<file path="src/rtl/viterbi_decode_core_pkg.sv">
// Shared definitions for the K=3, rate-1/2 (7/5 octal) hard-decision Viterbi decoder.
// Holds the code constants, FSM encoding and the branch-metric helpers.
package viterbi_decode_core_pkg;

  localparam int NUM_STATES = 4;
  localparam int K          = 3;
  localparam int NUM_STEPS  = 8;
  localparam logic [2:0] G0 = 3'b111;
  localparam logic [2:0] G1 = 3'b101;
  localparam int PM_W       = 5;
  localparam logic [PM_W-1:0] PM_INIT = 5'd20;

  typedef enum logic [1:0] {
    ST_IDLE  = 2'd0,
    ST_ACS   = 2'd1,
    ST_TRACE = 2'd2,
    ST_DONE  = 2'd3
  } state_t;

  // Encoder output {g0,g1} for input bit u leaving state s={u[t-1],u[t-2]}.
  function automatic logic [1:0] expected_pair(input logic u, input logic [1:0] s);
    logic [2:0] reg_bits;
    reg_bits = {u, s[1], s[0]};
    return {^(G0 & reg_bits), ^(G1 & reg_bits)};
  endfunction

  function automatic logic [1:0] branch_metric(input logic [1:0] rx, input logic [1:0] ex);
    logic [1:0] diff;
    diff = rx ^ ex;
    return {diff[1] & diff[0], diff[1] ^ diff[0]};
  endfunction

endpackage

</file>
<file path="src/rtl/viterbi_decode_core_acs.sv">
// Add-compare-select for one next state n={u,a}; predecessors are {a,0} and {a,1}.
// Ties go to the even predecessor, so the survivor bit is the chosen predecessor LSB.
module viterbi_decode_core_acs
  import viterbi_decode_core_pkg::*;
#(
  parameter logic [1:0] NEXT_STATE = 2'b00
) (
  input  logic [1:0]      rx,
  input  logic [PM_W-1:0] pm_even,
  input  logic [PM_W-1:0] pm_odd,
  output logic [PM_W-1:0] new_metric,
  output logic            surv
);

  localparam logic [1:0] PRED_EVEN = {NEXT_STATE[0], 1'b0};
  localparam logic [1:0] PRED_ODD  = {NEXT_STATE[0], 1'b1};

  logic [1:0]    bm_even;
  logic [1:0]    bm_odd;
  logic [PM_W:0] sum_even;
  logic [PM_W:0] sum_odd;

  assign bm_even  = branch_metric(rx, expected_pair(NEXT_STATE[1], PRED_EVEN));
  assign bm_odd   = branch_metric(rx, expected_pair(NEXT_STATE[1], PRED_ODD));
  assign sum_even = {1'b0, pm_even} + {{(PM_W-1){1'b0}}, bm_even};
  assign sum_odd  = {1'b0, pm_odd}  + {{(PM_W-1){1'b0}}, bm_odd};

  // Metrics stay below 2^PM_W, so the carry bit of the sum can be dropped.
  always_comb begin
    if (sum_odd < sum_even) begin
      new_metric = sum_odd[PM_W-1:0];
      surv       = 1'b1;
    end else begin
      new_metric = sum_even[PM_W-1:0];
      surv       = 1'b0;
    end
  end

endmodule

</file>
<file path="src/rtl/viterbi_decode_core.sv">
// Viterbi decoder core: accepts a 16-bit packet of eight code pairs, runs 8 ACS steps,
// traces back 8 steps and reports the decoded byte, then pulses renew to the buffer.
module viterbi_decode_core
  import viterbi_decode_core_pkg::*;
(
  input  logic            clk,
  input  logic            rst,
  input  logic [1:0]      bit_pair_0,
  input  logic [1:0]      bit_pair_1,
  input  logic [1:0]      bit_pair_2,
  input  logic [1:0]      bit_pair_3,
  input  logic [1:0]      bit_pair_4,
  input  logic [1:0]      bit_pair_5,
  input  logic [1:0]      bit_pair_6,
  input  logic [1:0]      bit_pair_7,
  output logic [7:0]      decoded_data,
  output logic [PM_W-1:0] path_metric,
  output logic            out_valid,
  output logic            renew,
  output logic            busy
);

  state_t          state_r;
  logic [2:0]      step_r;
  logic [15:0]     word_r;
  logic [15:0]     last_word_r;
  logic [PM_W-1:0] pm_r [NUM_STATES];
  logic [3:0]      surv_r [NUM_STEPS];
  logic [1:0]      trace_st_r;
  logic [7:0]      dec_r;
  logic [PM_W-1:0] best_metric_r;

  logic [15:0]     word_in;
  logic [1:0]      rx;
  logic [PM_W-1:0] new_pm [NUM_STATES];
  logic [3:0]      new_surv;
  logic [1:0]      best_idx;
  logic [PM_W-1:0] best_pm;
  logic [7:0]      dec_next;
  logic [1:0]      trace_prev;

  assign word_in = {bit_pair_7, bit_pair_6, bit_pair_5, bit_pair_4,
                    bit_pair_3, bit_pair_2, bit_pair_1, bit_pair_0};
  assign rx      = word_r[{step_r, 1'b0} +: 2];

  for (genvar g = 0; g < NUM_STATES; g++) begin : g_acs
    localparam logic [1:0] NS = 2'(g);
    viterbi_decode_core_acs #(.NEXT_STATE(NS)) u_acs (
      .rx         (rx),
      .pm_even    (pm_r[{NS[0], 1'b0}]),
      .pm_odd     (pm_r[{NS[0], 1'b1}]),
      .new_metric (new_pm[g]),
      .surv       (new_surv[g])
    );
  end

  // Final-state selection: smallest metric, ties to the lowest state index.
  always_comb begin
    best_idx = 2'd0;
    best_pm  = new_pm[0];
    for (int i = 1; i < NUM_STATES; i++) begin
      if (new_pm[i] < best_pm) begin
        best_idx = 2'(i);
        best_pm  = new_pm[i];
      end else begin
        best_pm  = best_pm;
      end
    end
  end

  // One traceback step: emit the state's MSB, walk to the stored predecessor.
  always_comb begin
    dec_next         = dec_r;
    dec_next[step_r] = trace_st_r[1];
    trace_prev       = {trace_st_r[0], surv_r[step_r][trace_st_r]};
  end

  // Decoder FSM with all datapath registers and registered outputs.
  always_ff @(posedge clk or posedge rst) begin
    if (rst) begin
      state_r       <= ST_IDLE;
      step_r        <= 3'd0;
      word_r        <= 16'h0000;
      last_word_r   <= 16'h0000;
      trace_st_r    <= 2'd0;
      dec_r         <= 8'h00;
      best_metric_r <= '0;
      for (int i = 0; i < NUM_STATES; i++) pm_r[i] <= '0;
      for (int i = 0; i < NUM_STEPS; i++) surv_r[i] <= 4'h0;
      decoded_data  <= 8'h00;
      path_metric   <= '0;
      out_valid     <= 1'b0;
      renew         <= 1'b0;
      busy          <= 1'b0;
    end else begin
      out_valid <= 1'b0;
      renew     <= 1'b0;
      case (state_r)
        ST_IDLE: begin
          if ((word_in != 16'h0000) && (word_in != last_word_r)) begin
            word_r      <= word_in;
            last_word_r <= word_in;
            pm_r[0]     <= '0;
            pm_r[1]     <= PM_INIT;
            pm_r[2]     <= PM_INIT;
            pm_r[3]     <= PM_INIT;
            step_r      <= 3'd0;
            busy        <= 1'b1;
            state_r     <= ST_ACS;
          end else begin
            busy        <= 1'b0;
          end
        end
        ST_ACS: begin
          for (int i = 0; i < NUM_STATES; i++) pm_r[i] <= new_pm[i];
          surv_r[step_r] <= new_surv;
          if (step_r == 3'd7) begin
            trace_st_r    <= best_idx;
            best_metric_r <= best_pm;
            state_r       <= ST_TRACE;
          end else begin
            step_r        <= step_r + 3'd1;
          end
        end
        ST_TRACE: begin
          dec_r      <= dec_next;
          trace_st_r <= trace_prev;
          if (step_r == 3'd0) begin
            decoded_data <= dec_next;
            path_metric  <= best_metric_r;
            out_valid    <= 1'b1;
            renew        <= 1'b1;
            state_r      <= ST_DONE;
          end else begin
            step_r       <= step_r - 3'd1;
          end
        end
        ST_DONE: begin
          busy    <= 1'b0;
          state_r <= ST_IDLE;
        end
        default: begin
          busy    <= 1'b0;
          state_r <= ST_IDLE;
        end
      endcase
    end
  end

endmodule
</file>
<file path="config.mk">
export PLATFORM = sky130hd
export DESIGN_NAME = viterbi_decode_core
export DESIGN_NICKNAME = d
export VERILOG_FILES = /design/src/rtl/viterbi_decode_core_pkg.sv /design/src/rtl/viterbi_decode_core_acs.sv /design/src/rtl/viterbi_decode_core.sv
export SDC_FILE = /design/constraint.sdc
export NUM_CORES = 1
export LEC_CHECK = 0
export BUFFER_PORTS_ARGS = -buffer_cell sky130_fd_sc_hd__buf_2
export CORE_MARGIN = 4
export CORE_UTILIZATION = 60
export CTS_CLUSTER_SIZE = 8
export DETAILED_ROUTE_END_ITERATION = 8
export GPL_TIMING_DRIVEN = 0
export PLACE_DENSITY = 0.78
export RECOVER_POWER = 25
export SYNTH_ARGS = -nofsm -noshare
export SYNTH_HDL_FRONTEND = slang
export SYNTH_SLANG_ARGS = --single-unit
</file>
<file path="constraint.sdc">
create_clock -name clk -period 22.2 [get_ports clk]
set_input_delay 3.33 -clock clk [delete_from_list [all_inputs] [get_ports clk]]
set_output_delay 3.33 -clock clk [all_outputs]
set_load 0.03 [all_outputs]
</file>
==> reports/results.tsv, run 1 <==
metric	value	unit
rsz0062_at_grt	false	
finalHoldViolCount	0	
slew_viol_final	44	
root_buffer	clkbuf_16	
cts.sinks	102	
start_util	61.5	%
hp-class	flop to flop	
met2_usage	46.9	%
tightest_slew	2.17	ns
synth-main-ff-cell	dfrtp_1	
ctsResizeCount	0	
area_growth	9.72	%
synth_top_area_share	36.2	%
cts_tree	yes	
fmax	89.6	MHz
drtAntennaViolNets	0	
max_cap_violations	1	
dieHeight	116	µm
grt_overflow_total	0	
hpwl	13.1	mm
r2r_start	step_r[1]$_DFFE_PP0P_	
dieWidth	116	µm
drive_gt1_share	18.3	%
die_area	0.0136	mm²
route.final.wire_length	17.3	mm
startpoint_type	flop	
drt-initial-drc-count	488	
drc_errors	0	
synth.largest_area_cell	dfrtp_1	
synth.distinct_cells	75	
use_met1	34.2	%
mappedNetlistArea	0.00706	mm²
violations	capacitance limit, slew limit	
fin_crit_sh	50.3	%
antenna_found_initial	0	
antenna_cells	0	
netlist_top_cells_area	dfrtp_1 (36%), mux2_2 (9.3%), ha_1 (8.5%), mux2i_1 (3.8%), xor2_1 (3.7%)	
synth_nets	789	
syn_avg_cell_area	9.83	µm²
relSlewSlack	-45.3	%
grt_util_all_layers	27.0	%
place_congestion	0.930	
critPathMaxFanout	10	
grt_pass1_vias	5904	
fin_skew	0.00822	ns
endpoint_kind	flop	
num_vias	5795	
synthArstFlopShare	100	%
cts_setup_buffers	0	
hp-start	best_metric_r[0]$_DFFE_PP0P_	
core	0.0115	mm²
cts-htree-levels	3	
clk_latency	0.35	ns
wl_per_cell	19.0	µm
tns	0	ns
grt_start_max_net_pins	60	
synth-edff-count	0	
drt_pre_antenna_iters	5	
nFillCells	878	
final_cell_mix	dfrtp_1 (102), nand2_1 (62), mux2_2 (58)	
timing_worst_setup_path_type	flop to flop	
io_pins	34	
port_buffers	33	
cpMostUsedCell	ha_1	
startpoint	step_r[1]$_DFFE_PP0P_	
cts_buffer_depth	2	
min_period	11.16	ns
cts_made_buffers	9	
fin_nets	835	
slowest_delay	0.68	ns
grt_first_pass_wirelength	28.9	mm
row_count	39	
postSynthCellCount	718	
clkTransAtPathRegs	0.07	ns
cp.arrival	11.40	ns
cts_hold_buf	0	
ys_ff_latch	102	
yosysWarnings	0	
grt_util_met3	3.32	%
cp_slowest_cell	nor3_1	
busiest_layer	met2	
status	finished with violations	
required	22.44	ns
synth_seq_area_share	36.2	%
avgViaCountPerCell	6.35	
layout_commonest_cell	dfrtp_1	
setup_viol	0	
-- kinds of logic after synthesis --
group,Yosys count,share of synthesized area (%)
and+or+nand+nor,186,13.2
DFF,102,36.2
muxes,86,13.3
adders and majority gates,53,9.93
buffers and inverters,73,4.06
xor gates and xnor gates,42,5.21
AOI/OAI and AO/OA,176,18.2
-- path summary, 6_finish.rpt --
path                       cells after the start  slack [ns]                           end
hold / removal                                 2        0.49  best_metric_r[0]$_DFFE_PP0P_
max in group asynchronous                      3       17.66         surv_r[2]$_DFFE_PP0P_
min in group asynchronous                      2        3.55    last_word_r[7]$_DFFE_PP0P_
setup reg to reg                              38       11.04  best_metric_r[3]$_DFFE_PP0P_
hold reg to reg                                2        0.49  best_metric_r[0]$_DFFE_PP0P_
setup / recovery                              38       11.04  best_metric_r[3]$_DFFE_PP0P_
-- stage by stage --
step	hold WS, ns	cell area [µm²]	setup WS [ns]	utilization [%]	cells
final	0.490	7740	11.04	67.5	912
after global routing	0.517	7740	10.43	67.5	912
after CTS	0.495	7750	11.20	67.6	912
after detailed placement	0.475	7440	11.27	64.9	896
after global placement	0.464	7400	11.61	64.5	894
after floorplan	0.444	7060	13.24	-	718
-- routing by layer --
layer | vias to the layer above | share of wire (%)
met1 | 2866 | 42
met2 | 192 | 50
li1 | 2690 | -
met4 | 0 | 2.7
met5 | - | 0
met3 | 47 | 4.6
-- state kept, by name, indices dropped and copies added, names as in the netlist --
register and count:
path_metric 5, renew 1, best_metric_r 5, pm_r 20, dec_r 7, decoded_data 8
busy 1, last_word_r 16, step_r 3, trace_st_r 2, state_r 2, surv_r 32
-- worst max-delay path, delay by kind of cell, from the launching register on --
family,cells,cell delay [ns]
compound gates,13,3.66
simple gates,8,2.11
fa+ha+maj,6,1.84
buf+inv,6,1.54
mux,4,1.30
flops,1,0.39
xor+xnor,1,0.20
-- layout make-up --
type                    instances  area [µm²]  share of cell area (%)
plain buffers                  33         136                    1.76
clock buffers                  10         229                    2.96
clock inverters                 6        80.1                    1.03
inverters                      40         151                    1.96
multi-input cells             543        4220                    54.5
flip-flops and latches        102        2550                    33.0
well taps                     143         179                    2.31
repair buffers                 35         196                    2.54
-- synthesized netlist by cell type (5+ instances only) --
cell	count
a21o_1	17
nand2_1	62
inv_1	37
a21boi_0	6
nor2_1	29
o21ai_0	41
ha_1	48
buf_2	7
dfrtp_1	102
a31oi_1	6
a21oi_1	33
o21a_1	5
a22o_1	9
xor2_1	30
nand2b_1	8
nor4_1	12
and3_1	5
or2_2	6
and2_1	5
nand4_1	9
nand3_1	21
mux2i_1	27
mux2_2	58
nor2b_1	10
xnor2_1	12
nor3_1	5
fa_1	5
clkbuf_1	23
Power of run 1 is not shown: default switching activity piles up to over one toggle a cycle in this logic, so the estimate is an artifact.
==> inputs of run 2 (changes only) <==
--- a/config.mk
+++ b/config.mk
@@ -5,6 +5,7 @@
 export SDC_FILE = /design/constraint.sdc
 export NUM_CORES = 1
 export LEC_CHECK = 0
+export ABC_AREA = 1
 export BUFFER_PORTS_ARGS = -buffer_cell sky130_fd_sc_hd__buf_2
 export CORE_MARGIN = 4
 export CORE_UTILIZATION = 60
==> constraint.sdc (replaced) <==
create_clock -name clk -period 11 [get_ports clk]
set_input_delay 1.65 -clock clk [delete_from_list [all_inputs] [get_ports clk]]
set_output_delay 1.65 -clock clk [all_outputs]
set_load 0.03 [all_outputs]
==> reports/results.tsv, run 2 <==
metric	value	unit
place_congestion	0.897	
drive_gt1_share	10.2	%
port_buffers	33	
violations	capacitance limit, slew limit	
fin_nets	977	
synthXorXnorAreaFrac	4.18	%
min_period	8.97	ns
regMostFlops	surv_r	
hp-class	flop to flop	
fin_skew	0.0153	ns
die_area	0.0129	mm²
nFillCells	923	
grt_start_max_net_pins	55	
cp.arrival	9.29	ns
synthSimpleGateAreaFrac	24.1	%
cts_buffer_depth	2	
synthTopCellsByCount	nand2_1 (238), inv_1 (107), dfrtp_1 (102)	
setup_viol	0	
cts-htree-levels	3	
cp_slowest_cell	nor3_1	
drt_pre_antenna_iters	5	
r2r_slack	2.03	ns
layout_commonest_cell	nand2_1	
ctsResizeCount	0	
slowest_delay	0.99	ns
cpMostUsedCell	ha_1	
drtAntennaViolNets	0	
row_count	38	
rr_endpoint	best_metric_r[0]$_DFFE_PP0P_	
clkTransAtPathRegs	0.11	ns
grt_pass1_vias	6156	
io_pins	34	
yosysWarnings	0	
syn_avg_cell_area	7.78	µm²
route.final.wire_length	16.5	mm
synth_seq_area_share	38.1	%
max_cap_violations	1	
grt_first_pass_wirelength	28.6	mm
root_buffer	clkbuf_8	
slew_viol_final	49	
synth.mux.area_fraction	1.16	%
start_util	61.5	%
mappedNetlistArea	0.00670	mm²
required	11.33	ns
postSynthCellCount	861	
whs	0.479	ns
fmax	112	MHz
core	0.0109	mm²
reg_top3	surv_r x32, pm_r x20, last_word_r x16	
startpoint_type	flop	
startpoint	step_r[0]$_DFFE_PP0P_	
num_vias	5986	
hp-start	best_metric_r[3]$_DFFE_PP0P_	
endpoint_kind	flop	
wl_per_cell	15.7	µm
tns	0	ns
finalHoldViolCount	0	
crit_end	best_metric_r[0]$_DFFE_PP0P_	
synth-main-ff-cell	dfrtp_1	
clk_latency	0.39	ns
synth-edff-count	0	
rsz0062_at_grt	false	
netlist_top_cells_area	dfrtp_1 (38%), nand2_1 (13%), ha_1 (9.0%), o21ai_0 (7.1%), inv_1 (6.0%)	
critPathMaxFanout	10	
area_growth	8.24	%
synth-adder-area-share	10.5	%
synth.most_common_cell	nand2_1	
antenna_cells	0	
avgViaCountPerCell	5.70	
fin_crit_sh	81.5	%
timing_worst_setup_path_type	flop to flop	
tightest_slew	2.33	ns
cts_made_buffers	9	
dp_slack	2.11	ns
ys_ff_latch	102	
worst_slack	2.03	ns
cts_setup_buffers	0	
cts_hold_buf	0	
final_cell_mix	nand2_1 (238), inv_1 (106), dfrtp_1 (102)	
synth_compound_area_share	14.1	%
synth_top_area_share	38.1	%
relSlewSlack	-56.2	%
hpwl	12.7	mm
drt-initial-drc-count	388	
status	finished with violations	
drc_errors	0	
grt_util_all_layers	27.2	%
synthArstFlopShare	100	%
cts.sinks	102	
synth.largest_area_cell	dfrtp_1	
dieWidth	114	µm
antenna_found_initial	0	
dieHeight	114	µm
synth_nets	932	
r2r_start	step_r[0]$_DFFE_PP0P_	
synth.distinct_cells	44	
synth_top_family_by_area	simple AND/OR/NAND/NOR gates	
largest_reg_flops	32	
grt_overflow_total	0	
cts_tree	yes	
reg2reg_depth	38	
-- run 2: cell types whose count changed after synthesis, sizes merged, moves of 9 or more --
| cell | previous run | this run |
|---|---|---|
| nand2 | 62 | 256 |
| o21ai | 43 | 101 |
| nand3 | 21 | 50 |
| o22ai | 3 | 12 |
| mux2 | 58 | 6 |
| a21o | 17 | 0 |
| a21oi | 36 | 23 |
| nor2b | 10 | 0 |
| inv | 38 | 110 |
| xnor2 | 12 | 2 |
| clkbuf | 23 | 13 |
| mux2i | 28 | 1 |
-- run 2: logic make-up (layout without fill, tap and decap cells) --
group | after synthesis | in the layout
buf+inv | 134 | 184
fa+ha+maj | 53 | 53
compound gates | 165 | 165
xor+xnor | 32 | 32
simple gates | 368 | 368
mux | 7 | 7
flops | 102 | 102
-- run 2: worst min path at each step --
stage | end | cells after the start
final | path_metric[3]$_DFFE_PP0P_ | 2
after detailed placement | decoded_data[5]$_DFFE_PP0P_ | 2
after global routing | busy$_DFFE_PP0P_ | 2
after CTS | path_metric[3]$_DFFE_PP0P_ | 2
after global placement | path_metric[2]$_DFFE_PP0P_ | 2
after floorplan | dec_r[1]$_DFFE_PP0P_ | 2
-- run 2: worst max-delay path: cells and delay by family (launching register included) --
family,cells,cell delay (ns)
buffers and inverters,5,1.08
adders and majority gates,7,2.31
AOI/OAI and AO/OA,7,2.10
DFF,1,0.47
xor gates and xnor gates,1,0.24
and+or+nand+nor,18,2.67
-- run 2: metrics by stage --
| step | cells | instance area, µm² | util [%] |
|---|---|---|---|
| 6_report | 1051 | 7250 | 66.6 |
| 5_1_grt | 1051 | 7250 | 66.6 |
| 4_1_cts | 1051 | 7250 | 66.6 |
| 3_5_place_dp | 1035 | 7070 | 64.9 |
| 3_3_place_gp | 1034 | 7040 | 64.7 |
| 2_1_floorplan | 861 | 6700 | - |
-- run 2: cell type report --
cell class / instances / area [µm²] / share of cell area [%]
multi-input cells: 625 / 3620 / 49.9
flip-flops and latches: 102 / 2550 / 35.2
inverters: 114 / 429 / 5.92
repair buffers: 34 / 193 / 2.66
well taps: 140 / 175 / 2.42
clock buffers: 10 / 128 / 1.76
plain buffers: 20 / 97.6 / 1.35
clock inverters: 6 / 55.1 / 0.759
-- run 2: per-layer routing --
metal | share of wire (%) | up-vias | global-route usage (%)
met2 | 50 | 177 | 47.1
met1 | 43 | 2859 | 34.4
met3 | 4.7 | 32 | 4.62
met4 | 2.3 | 0 | 9.13
met5 | 0 | - | 0
li1 | - | 2918 | -
Power of run 2 is left out for the same reason.
